===== src/rtl/imem_boot_loader.sv =====
// imem_boot_loader: receives a framed program image over a valid/ready byte
// stream, writes each little-endian 32-bit word into instruction memory and
// keeps the core held in reset until a frame with a matching XOR checksum
// has been loaded.
module imem_boot_loader #(
    parameter int                 ADDR_W    = 32,
    parameter int                 MAX_WORDS = 256,
    parameter logic [7:0]         MAGIC     = 8'hA5,
    parameter logic [ADDR_W-1:0]  BASE_ADDR = '0
) (
    input  logic              clk,
    input  logic              rst,          // asynchronous, active low
    input  logic [7:0]        in_data,
    input  logic              in_valid,
    output logic              in_ready,
    output logic              imem_we,
    output logic [ADDR_W-1:0] imem_addr,
    output logic [31:0]       imem_wdata,
    output logic              cpu_hold,
    output logic              load_done,
    output logic              load_error,
    output logic [15:0]       load_count
);

    typedef enum logic [2:0] {
        S_IDLE,
        S_LEN0,
        S_LEN1,
        S_DATA,
        S_CSUM,
        S_DONE,
        S_ERR
    } state_t;

    state_t            state_q;
    logic [7:0]        len_lo_q;
    logic [15:0]       len_q;
    logic [23:0]       word_q;       // first three bytes of the word, LSB in [7:0]
    logic [1:0]        byte_idx_q;
    logic [7:0]        csum_q;
    logic              imem_we_q;
    logic [ADDR_W-1:0] imem_addr_q;
    logic [31:0]       imem_wdata_q;
    logic              cpu_hold_q;
    logic              load_done_q;
    logic              load_error_q;
    logic [15:0]       load_count_q;

    logic              accept;
    logic [15:0]       len_d;
    logic [31:0]       word_d;
    logic [15:0]       count_d;
    logic [ADDR_W-1:0] addr_d;

    // The IMEM port is single-ported, so no byte is taken while a word is written.
    assign in_ready = ~imem_we_q;
    assign accept   = in_valid & in_ready;

    assign len_d   = {in_data, len_lo_q};
    assign word_d  = {in_data, word_q};
    assign count_d = load_count_q + 16'd1;
    assign addr_d  = BASE_ADDR + (ADDR_W'(load_count_q) << 2);

    assign imem_we    = imem_we_q;
    assign imem_addr  = imem_addr_q;
    assign imem_wdata = imem_wdata_q;
    assign cpu_hold   = cpu_hold_q;
    assign load_done  = load_done_q;
    assign load_error = load_error_q;
    assign load_count = load_count_q;

    // Frame parser FSM with registered write port and status outputs.
    always_ff @(posedge clk or negedge rst) begin
        if (!rst) begin
            state_q      <= S_IDLE;
            len_lo_q     <= 8'h00;
            len_q        <= 16'h0000;
            word_q       <= 24'h000000;
            byte_idx_q   <= 2'd0;
            csum_q       <= 8'h00;
            imem_we_q    <= 1'b0;
            imem_addr_q  <= BASE_ADDR;
            imem_wdata_q <= 32'h0000_0000;
            cpu_hold_q   <= 1'b1;
            load_done_q  <= 1'b0;
            load_error_q <= 1'b0;
            load_count_q <= 16'h0000;
        end else begin
            imem_we_q <= 1'b0;
            if (accept) begin
                unique case (state_q)
                    S_IDLE, S_DONE, S_ERR: begin
                        // Anything other than the start byte is line noise here.
                        if (in_data == MAGIC) begin
                            state_q      <= S_LEN0;
                            cpu_hold_q   <= 1'b1;
                            load_done_q  <= 1'b0;
                            load_error_q <= 1'b0;
                            load_count_q <= 16'h0000;
                            csum_q       <= 8'h00;
                            byte_idx_q   <= 2'd0;
                        end
                    end
                    S_LEN0: begin
                        len_lo_q <= in_data;
                        state_q  <= S_LEN1;
                    end
                    S_LEN1: begin
                        len_q <= len_d;
                        if (len_d > 16'(MAX_WORDS)) begin
                            state_q      <= S_ERR;
                            load_error_q <= 1'b1;
                        end else if (len_d == 16'h0000) begin
                            state_q <= S_CSUM;
                        end else begin
                            state_q <= S_DATA;
                        end
                    end
                    S_DATA: begin
                        csum_q     <= csum_q ^ in_data;
                        byte_idx_q <= byte_idx_q + 2'd1;
                        word_q     <= {in_data, word_q[23:8]};
                        if (byte_idx_q == 2'd3) begin
                            imem_we_q    <= 1'b1;
                            imem_wdata_q <= word_d;
                            imem_addr_q  <= addr_d;
                            load_count_q <= count_d;
                            if (count_d == len_q) begin
                                state_q <= S_CSUM;
                            end
                        end
                    end
                    S_CSUM: begin
                        if (in_data == csum_q) begin
                            state_q     <= S_DONE;
                            load_done_q <= 1'b1;
                            cpu_hold_q  <= 1'b0;
                        end else begin
                            state_q      <= S_ERR;
                            load_error_q <= 1'b1;
                        end
                    end
                    default: state_q <= S_IDLE;
                endcase
            end
        end
    end

endmodule


===== config.mk =====
export PLATFORM = sky130hd
export DESIGN_NAME = imem_boot_loader
export DESIGN_NICKNAME = d
export VERILOG_FILES = /design/src/rtl/imem_boot_loader.sv
export SDC_FILE = /design/constraint.sdc
export NUM_CORES = 1
export LEC_CHECK = 0
export ABC_AREA = 1
export BUFFER_PORTS_ARGS = -buffer_cell sky130_fd_sc_hd__buf_2
export CAP_MARGIN = 0
export CORE_AREA = 2 2 141 178
export CTS_CLUSTER_DIAMETER = 150
export CTS_CLUSTER_SIZE = 28
export DETAILED_ROUTE_END_ITERATION = 8
export DIE_AREA = 0 0 143 180
export HOLD_SLACK_MARGIN = 0.08
export PLACE_DENSITY = 0.41
export SLEW_MARGIN = 0
export SYNTH_ARGS = -nofsm -noshare
export SYNTH_HDL_FRONTEND = slang
export SYNTH_SLANG_ARGS = --single-unit

===== constraint.sdc =====
create_clock -name clk -period 2.4 [get_ports clk]
set_input_delay 0.48 -clock clk [delete_from_list [all_inputs] [get_ports clk]]
set_output_delay 0.48 -clock clk [all_outputs]
set_load 0.005 [all_outputs]

* Yosys cells after proc, flatten, opt, wreduce, memory -nomap -nowiden
Index checks and enable logic that the tools add are counted.
** Word-level totals
- Bits of input ports :: 11
- Flip-flop bits (word level) :: 129
- Output and inout port bits :: 85
** Cells by class
- $lt $le $gt $ge :: 1
- Add/sub/neg operators :: 2
- Muxes and demuxes :: 26
- Equal/unequal tests :: 16
- Reductions and logical operators :: 15
- Bitwise operators :: 3
** Operator list (number)
- 16-bit two-way mux :: 2
- 16-bit case mux with 2 select lines :: 1
- 16-bit by 1-bit adder with 16-bit output (second input constant) :: 1
- 16-bit == test :: 1
- 16-bit by 9-bit greater-than comparator with 1-bit output (second input constant) :: 1
- 16-bit zero test :: 1
- 8-bit case mux with 2 select lines :: 1
- 3-bit two-way mux :: 5
- 3-bit case mux with 5 select lines :: 1
- 2-bit != test (second input constant) :: 6
- 4-bit AND reduction :: 3
- 3-bit == test (second input constant) :: 3
- 1-bit two-way mux :: 9
- 8-bit == test :: 1
- 8-bit == test (second input constant) :: 1
- 8-bit two-way mux :: 1
- 8-bit XOR :: 1
- 3-bit by 2-bit == test with 1-bit output (second input constant) :: 2
- 2-bit AND reduction :: 3
- 3-bit AND reduction :: 2
- 5-bit AND reduction :: 1
- 2-bit two-way mux :: 2
- 1-bit case mux with 2 select lines :: 2
- 2-bit case mux with 2 select lines :: 1
- other kinds (10) :: 11

* Depth between registers and ports, before layout
Gate-level depths: netlist of the first run.
- Depth in word-level cells :: 5
- Gate-level depth with buffers :: 16
- Depth with buffers taken out :: 16

* Least setup slack after synthesis of the first run
No wires, ideal clock.
- Path type :: register to register
- From :: register load_count_q[0] (netlist: load_count[0])
- To :: register state_q[0]
- Data arrival time :: 1643 ps
- Cell stages (with the launch flop) :: 15
- Required time :: 2283 ps
- Library setup time :: 117 ps
- Slack :: 641 ps
- Buffers on the path :: 0
- Cells stage by stage :: dfrtp_1 > ha_1 > nand3_1 > nor2_1 > nand2_1 > nand3_1 > nand2_1 > nor2_1 > nand2_1 > nor2_1 > nand3_1 > nand2_2 > nand2_2 > nand2_1 > nand2_1
** Between the ends
- Longest elaborated chain between the ends :: 4
** RTL lines
- from (decl) :: RTL line 47 : logic [15:0] load_count_q;
- from (signal assigned) :: RTL line 127 : load_count_q <= count_d;
- 16-bit by 1-bit adder with 16-bit output :: RTL line 61 : assign count_d = load_count_q + 16'd1;
- 16-bit == test :: RTL line 128 : if (count_d == len_q) begin
- 2-bit != test (no line)
- 4-bit AND reduction (no line)
- to (signal assigned) :: RTL line 129 : state_q <= S_CSUM;
- to (signal assigned) :: RTL line 135 : state_q <= S_DONE;
- to (signal assigned) :: RTL line 139 : state_q <= S_ERR;
- to (decl) :: RTL line 35 : state_t state_q;
No other way between the ends.
A chain may end at the register's enable or synchronous reset.

* Worst setup path in the final report of the first run
- From :: register load_count_q[1] (netlist: load_count[1])
- To :: register state_q[1]
The elaborated chain is that of the path after synthesis.

==> impl_metrics.yaml, run 1 <==
yosys:
  synth-edff-count: 0
  ys_seq_elements: 129
  synth_area_mm2: 0.005948
  synthCells: 701
  ys.flop_type: "dfrtp_1"
  synth.most_common_cell: "nand2_1"
  synthTopCellsByCount: "nand2_1 (188), dfrtp_1 (128), o21ai_0 (115), inv_1 (78), nand3_1 (37)"
  synthArstFlopShare_pct: 100.0
  ys_types: 35
  ys_warn_count: 0
  syn_avg_cell_area_um2: 8.485
  synth_top_area_share_pct: 53.85
  synth_area_leaders: "dfrtp_1 (54%), nand2_1 (12%), o21ai_0 (9.7%), inv_1 (4.9%), nand3_1 (3.1%)"
  ys_seq_area_share_pct: 54.29
  synth_area_leader_cell: "dfrtp_1"
place:
  post-dp-hpwl_um: 11360
  gp_congestion: 0.7541
  dp_slack_ps: 271.6
  portBuffers: 79
sta:
  finClkSkew_ps: 7.808
  hold-worst-slack_ps: 337.1
  final-hold-violation-count: 0
  fin_setup_tns_ps: 0
  slew_headroom_pct: 57.80
  rsz0062_at_grt: "false"
  drv_slew: 0
  setup_violations: 0
  min_period_ps: 2055
  fmax_mhz: 486.6
  worstMarginPinSlew_ps: 628.2
  finalWorstSetupSlack_ps: 344.8
  fin_crit_sh_pct: 85.63
floorplanning:
  pin_count: 96
  coreArea_mm2: 0.02410
  dieArea_mm2: 0.02574
  start_util_pct: 24.68
  placement_rows: 64
  die_w_um: 143
  die_h_um: 180
power:
  p_seq_share_pct: 41.3
  pwr_density_cell_mw_per_mm2: 1118
  p_int_w: 0.005534
  power.leakage_nw: 3.583
  comb_power_share_pct: 25.0
  ir_drop_mv: 0.5690
  sw_frac_of_total_pct: 32.87
  p_sw_w: 0.002710
  p_clk_share_pct: 33.8
final_layout:
  multi_input_area_mm2: 0.002251
  fillers: 2635
  n_antenna_cell: 0
  drive_gt1_share_pct: 18.23
  regArea_mm2: 0.003229
  area_delta_synth_final_pct: 23.96
  nets: 802
global_routing:
  grt_usage_pct: 13.21
  grt_pass1_wl_um: 26490
  grt_pass1_vias: 4840
  overflow: 0
  grt_max_degree: 52
  antenna_found_initial: 0
cts:
  cts.clk_slew.worst_paths_ps: 60
  clk_path_buf_depth: 2
  hold_buffers: 1
  numCtsBuffers: 17
  cts_root_buffer: "clkbuf_16"
  clkLatencyLatePin_ps: 420
  cts_tree: "done"
  cts-resized-gates: 0
  htreeDepth: 4
  clock_sinks: 129
  post_cts_buffers: 0
run_status:
  status: "completed"
detailed_routing:
  wl_per_cell_um: 14.17
  route.met2.wl_um: 7821
  routed.top_layer: "met4"
  drt_iter0_drc: 184
  vias: 4772
  firstDrtPassIters: 4
  met1_length_um: 7328
  drt-vias-per-instance: 4.219
  ant_nets: 0
  drc: 0
  wl_met3_um: 654
  finalWirelength_um: 16020
setup_path:
  timing.rr.end: "state_q[1]"
  worstPathArrival_ps: 2360
  cpPeakStageDelay_ps: 410
  path_cells: "ha_1 > nand3_1 > nor2_1 > nand2_1 > nand3_1 > nand2_1 > nor2_1 > nand2_1 > nor2_1 > nand3_1 > nand2_2 > nand2_2 > nand2_1 > nand2_1"
  r2r_cells: 14
  endpoint_kind: "flop"
  reg2reg_from: "load_count[1]"
  slowest_stage: "dfrtp_1"
  r2r_slack_ps: 340
  worst-path-max-fanout: 5
  startpoint_type: "flop"
  path_class: "flop to flop"
  required_ps: 2710
  crit_top_cell: "nand2_1"
flow_run:
  max_cap_viol_count: 0
hold_path:
  hold_class: "primary input to flop"
  hold_start: "in_data[1]"
  hold_end: "word_q[17]"
  min_delay_path_depth: 3
critical path: cells and delay by family (launching register included):
family / cells / cell delay, ps
adder cells (fa/ha/maj): 1 / 210
flip-flops: 1 / 410
AND/OR/NAND/NOR: 13 / 1330
worst max path at each step:
stage	start	end	slack (ps)	cells past startpoint
CTS	load_count[1]	state_q[1]	330	14
global route	load_count[1]	state_q[1]	130	14
global placement	in_data[1]	load_count[7]	290	10
finish	load_count[1]	state_q[1]	340	14
floorplan	load_count[0]	state_q[0]	640	14
detailed placement	in_data[1]	load_count[5]	270	10
per-layer routing:
layer / global-route usage (%) / vias to the layer above
met2: 22.14 / 101
met5: 0 / -
met1: 16.68 / 2235
li1: - / 2420
met3: 3.090 / 16
met4: 4.277 / 0
cell families after synthesis:
family          Yosys count  synth area share [%]
flops                   129                 54.29
buf+inv                 119                 8.898
simple gates            295                 21.86
other cells               1               0.06304
fa+ha+maj                 2                0.4206
xor+xnor                 12                 1.767
compound gates          143                 12.71
cell usage in the layout, fill, tap and decap left out, drive strengths merged:
master and n:
nand4 13, or2 1, conb 16, bufinv 4
a21oi 5, dfstp 1, o21ai 127, nor3 2
nor4 1, o22ai 8, dfrtp 128, nor2 38
o211ai 2, dlygate4sd3 1, clkinvlp 1, inv 82
buf 91, o21bai 1, nand3b 8, clkbuf 19
xnor2 10, ha 2, nand3 38, nand2 194
xor2 2, clkinv 6
area by class of cell:
type / instances / area share (%)
flip-flops and latches: 129 / 43.80
multi-input cells: 468 / 30.53
repair buffers: 92 / 7.483
clock buffers: 19 / 6.007
well taps: 330 / 5.600
inverters: 81 / 4.124
clock inverters: 12 / 2.461
power groups by stage:
stage               logic (W)  clock network (W)  registers, W
floorplan             0.00137                  0       0.00334
global placement      0.00210                  0       0.00343
detailed placement    0.00211                  0       0.00344
CTS                   0.00211            0.00286       0.00341
global route          0.00244            0.00295       0.00351
finish                0.00206            0.00278       0.00340
registers in the layout (all words and copies together) (netlist names):
register	flops
byte_idx_q	2
state_q	3
load_done	1
word_q	24
load_count	16
imem_addr	16
csum_q	8
load_error	1
imem_we	1
imem_wdata	32
len_q	16
len_lo_q	8
cpu_hold	1
per-stage QoR:
| step | utilization [%] | cells | area (µm²) | total power [W] |
|---|---|---|---|---|
| CTS | 30.59 | 1131 | 7373 | 0.008391 |
| global placement | 27.96 | 1099 | 6739 | 0.005535 |
| global route | 30.59 | 1131 | 7373 | 0.008901 |
| detailed placement | 27.96 | 1099 | 6739 | 0.005549 |
| finish | 30.59 | 1131 | 7373 | 0.008244 |
| floorplan | - | 716 | 6005 | 0.004707 |
Power figures use the tool's default switching activity.
==> run 2, diff against run 1 <==
--- a/config.mk
+++ b/config.mk
@@ -8,13 +8,13 @@
 export ABC_AREA = 1
 export BUFFER_PORTS_ARGS = -buffer_cell sky130_fd_sc_hd__buf_2
 export CAP_MARGIN = 0
-export CORE_AREA = 2 2 141 178
+export CORE_AREA = 2 2 113 142
 export CTS_CLUSTER_DIAMETER = 150
 export CTS_CLUSTER_SIZE = 28
 export DETAILED_ROUTE_END_ITERATION = 8
-export DIE_AREA = 0 0 143 180
+export DIE_AREA = 0 0 115 144
 export HOLD_SLACK_MARGIN = 0.08
-export PLACE_DENSITY = 0.41
+export PLACE_DENSITY = 0.59
 export SLEW_MARGIN = 0
 export SYNTH_ARGS = -nofsm -noshare
 export SYNTH_HDL_FRONTEND = slang
==> run 2 against run 1 <==
Compared with the run above:
- flip-flop and latch count is the same
- power decreased by 4.6%
- die area decreased by 36%
- non-clock buffer count down 5
- critical endpoint unchanged
==> impl_metrics.yaml, run 2 (synthesis gave the netlist of run 1 again) <==
sta:
  fin_setup_tns_ps: 0
  rsz0062_at_grt: "false"
  setup_violations: 0
  finClkSkew_ps: 12.04
  slew_headroom_pct: 59.05
  drv_slew: 0
  final-hold-violation-count: 0
  fmax_mhz: 495.0
  min_period_ps: 2020
  worstMarginPinSlew_ps: 609.5
  fin_crit_sh_pct: 84.17
floorplanning:
  die_h_um: 144
  die_w_um: 115
  coreArea_mm2: 0.01531
  pin_count: 96
  placement_rows: 51
  dieArea_mm2: 0.01656
  start_util_pct: 38.84
setup_path:
  worst-path-max-fanout: 6
  crit_buf_inv: 0
  worstPathArrival_ps: 2340
  required_ps: 2720
  path_cells: "ha_1 > nand3_1 > nor2_1 > nand2_1 > nand3_1 > nand2_1 > nor2_1 > nand2_1 > nor2_1 > nand3_1 > nand2_2 > nand2_2 > nand2_1 > nand2_1"
  crit_top_cell: "nand2_1"
  endpoint_kind: "flop"
  reg2reg_from: "load_count[0]"
  startpoint_type: "flop"
  setup.worst_path.start: "load_count[0]"
  critPathTopFamily: "simple AND/OR/NAND/NOR gates"
  cpPeakStageDelay_ps: 440
  slowest_stage: "dfrtp_1"
  path_class: "flop to flop"
flow_run:
  max_cap_viol_count: 0
global_routing:
  grt_pass1_wl_um: 22540
  overflow: 0
  grt_max_degree: 98
  antenna_found_initial: 0
  grt_usage_pct: 17.64
  grt_pass1_vias: 4407
place:
  dp.cells: 950
  gp_congestion: 0.8628
  portBuffers: 79
  post-dp-hpwl_um: 9624
cts:
  hold_buffers: 0
  htreeDepth: 4
  cts_root_buffer: "clkbuf_16"
  cts-resized-gates: 0
  post_cts_buffers: 0
  numCtsBuffers: 17
  clk_path_buf_depth: 2
  cts.clk_slew.worst_paths_ps: 60
  cts_tree: "done"
  clkLatencyLatePin_ps: 430
  clock_sinks: 129
detailed_routing:
  drt-vias-per-instance: 4.812
  drt_iter0_drc: 302
  firstDrtPassIters: 5
  finalWirelength_um: 13670
  ant_nets: 0
  vias: 4725
  wl_per_cell_um: 13.92
  drc: 0
hold_path:
  hold_class: "primary input to async pin"
final_layout:
  largest_reg_flops: 32
  area_delta_synth_final_pct: 19.04
  layout_common_cells: "nand2_1 (188), dfrtp_1 (128), o21ai_0 (115)"
  drive_gt1_share_pct: 18.07
  n_antenna_cell: 0
  fin_cells: 982
  nets: 797
  layout_commonest_cell: "nand2_1"
power:
  pwr_density_cell_mw_per_mm2: 1111
  ir_drop_mv: 0.7155
  power.leakage_nw: 3.514
  power.total_w: 0.007865
run_status:
  status: "completed"
[run 2: cell types whose count changed in the layout (fill, tap and decap cells not counted), moves of 2 or more]
cell and change:
bufinv_16 -3, buf_4 -2, clkinvlp_4 +4, inv_6 +2
[run 2: cell type report]
class / instances / area [µm²]
clock buffer: 18 / 439.2
sequential: 129 / 3229
timing repair buffer: 87 / 495.5
inverter: 81 / 304.0
fill: 1534 / 8234
clock inverter: 14 / 130.1
multi-input combinational: 468 / 2251
tap: 185 / 231.5
[run 2: where the power goes]
group | switching, W | internal (W) | leakage (nW)
Combinational | 0.00117 | 0.000822 | 1.55
Sequential | 0.000482 | 0.00292 | 1.70
Clock | 0.00101 | 0.00146 | 0.266
Total | 0.00266 | 0.00521 | 3.51
[run 2: layer usage]
layer	GRT usage, %	part of all wire [%]
met1	23.84	46
met2	27.55	48
met3	4.862	4.7
met4	5.707	1.0
met5	0	0
[run 2: worst paths after layout]
path / end / slack (ps) / cells past startpoint
max in group asynchronous: csum_q[5] / 1870 / 2
worst min-delay path: imem_addr[3] / 90 / 2
worst max-delay path: state_q[1] / 380 / 14
min in group clk: word_q[17] / 340 / 3
worst min register to register: imem_addr[14] / 470 / 2
worst max register to register: state_q[1] / 380 / 14
[run 2: through the flow]
step	cell area (µm²)	utilization (%)	hold WS [ps]	setup WS (ps)
floorplan	6005	-	184.4	640.5
global placement	6511	42.52	462.1	386.4
detailed placement	6511	42.52	467.7	341.1
CTS	7081	46.23	108.3	354.8
global route	7081	46.23	125.6	120.5
finish	7081	46.23	94.66	379.8
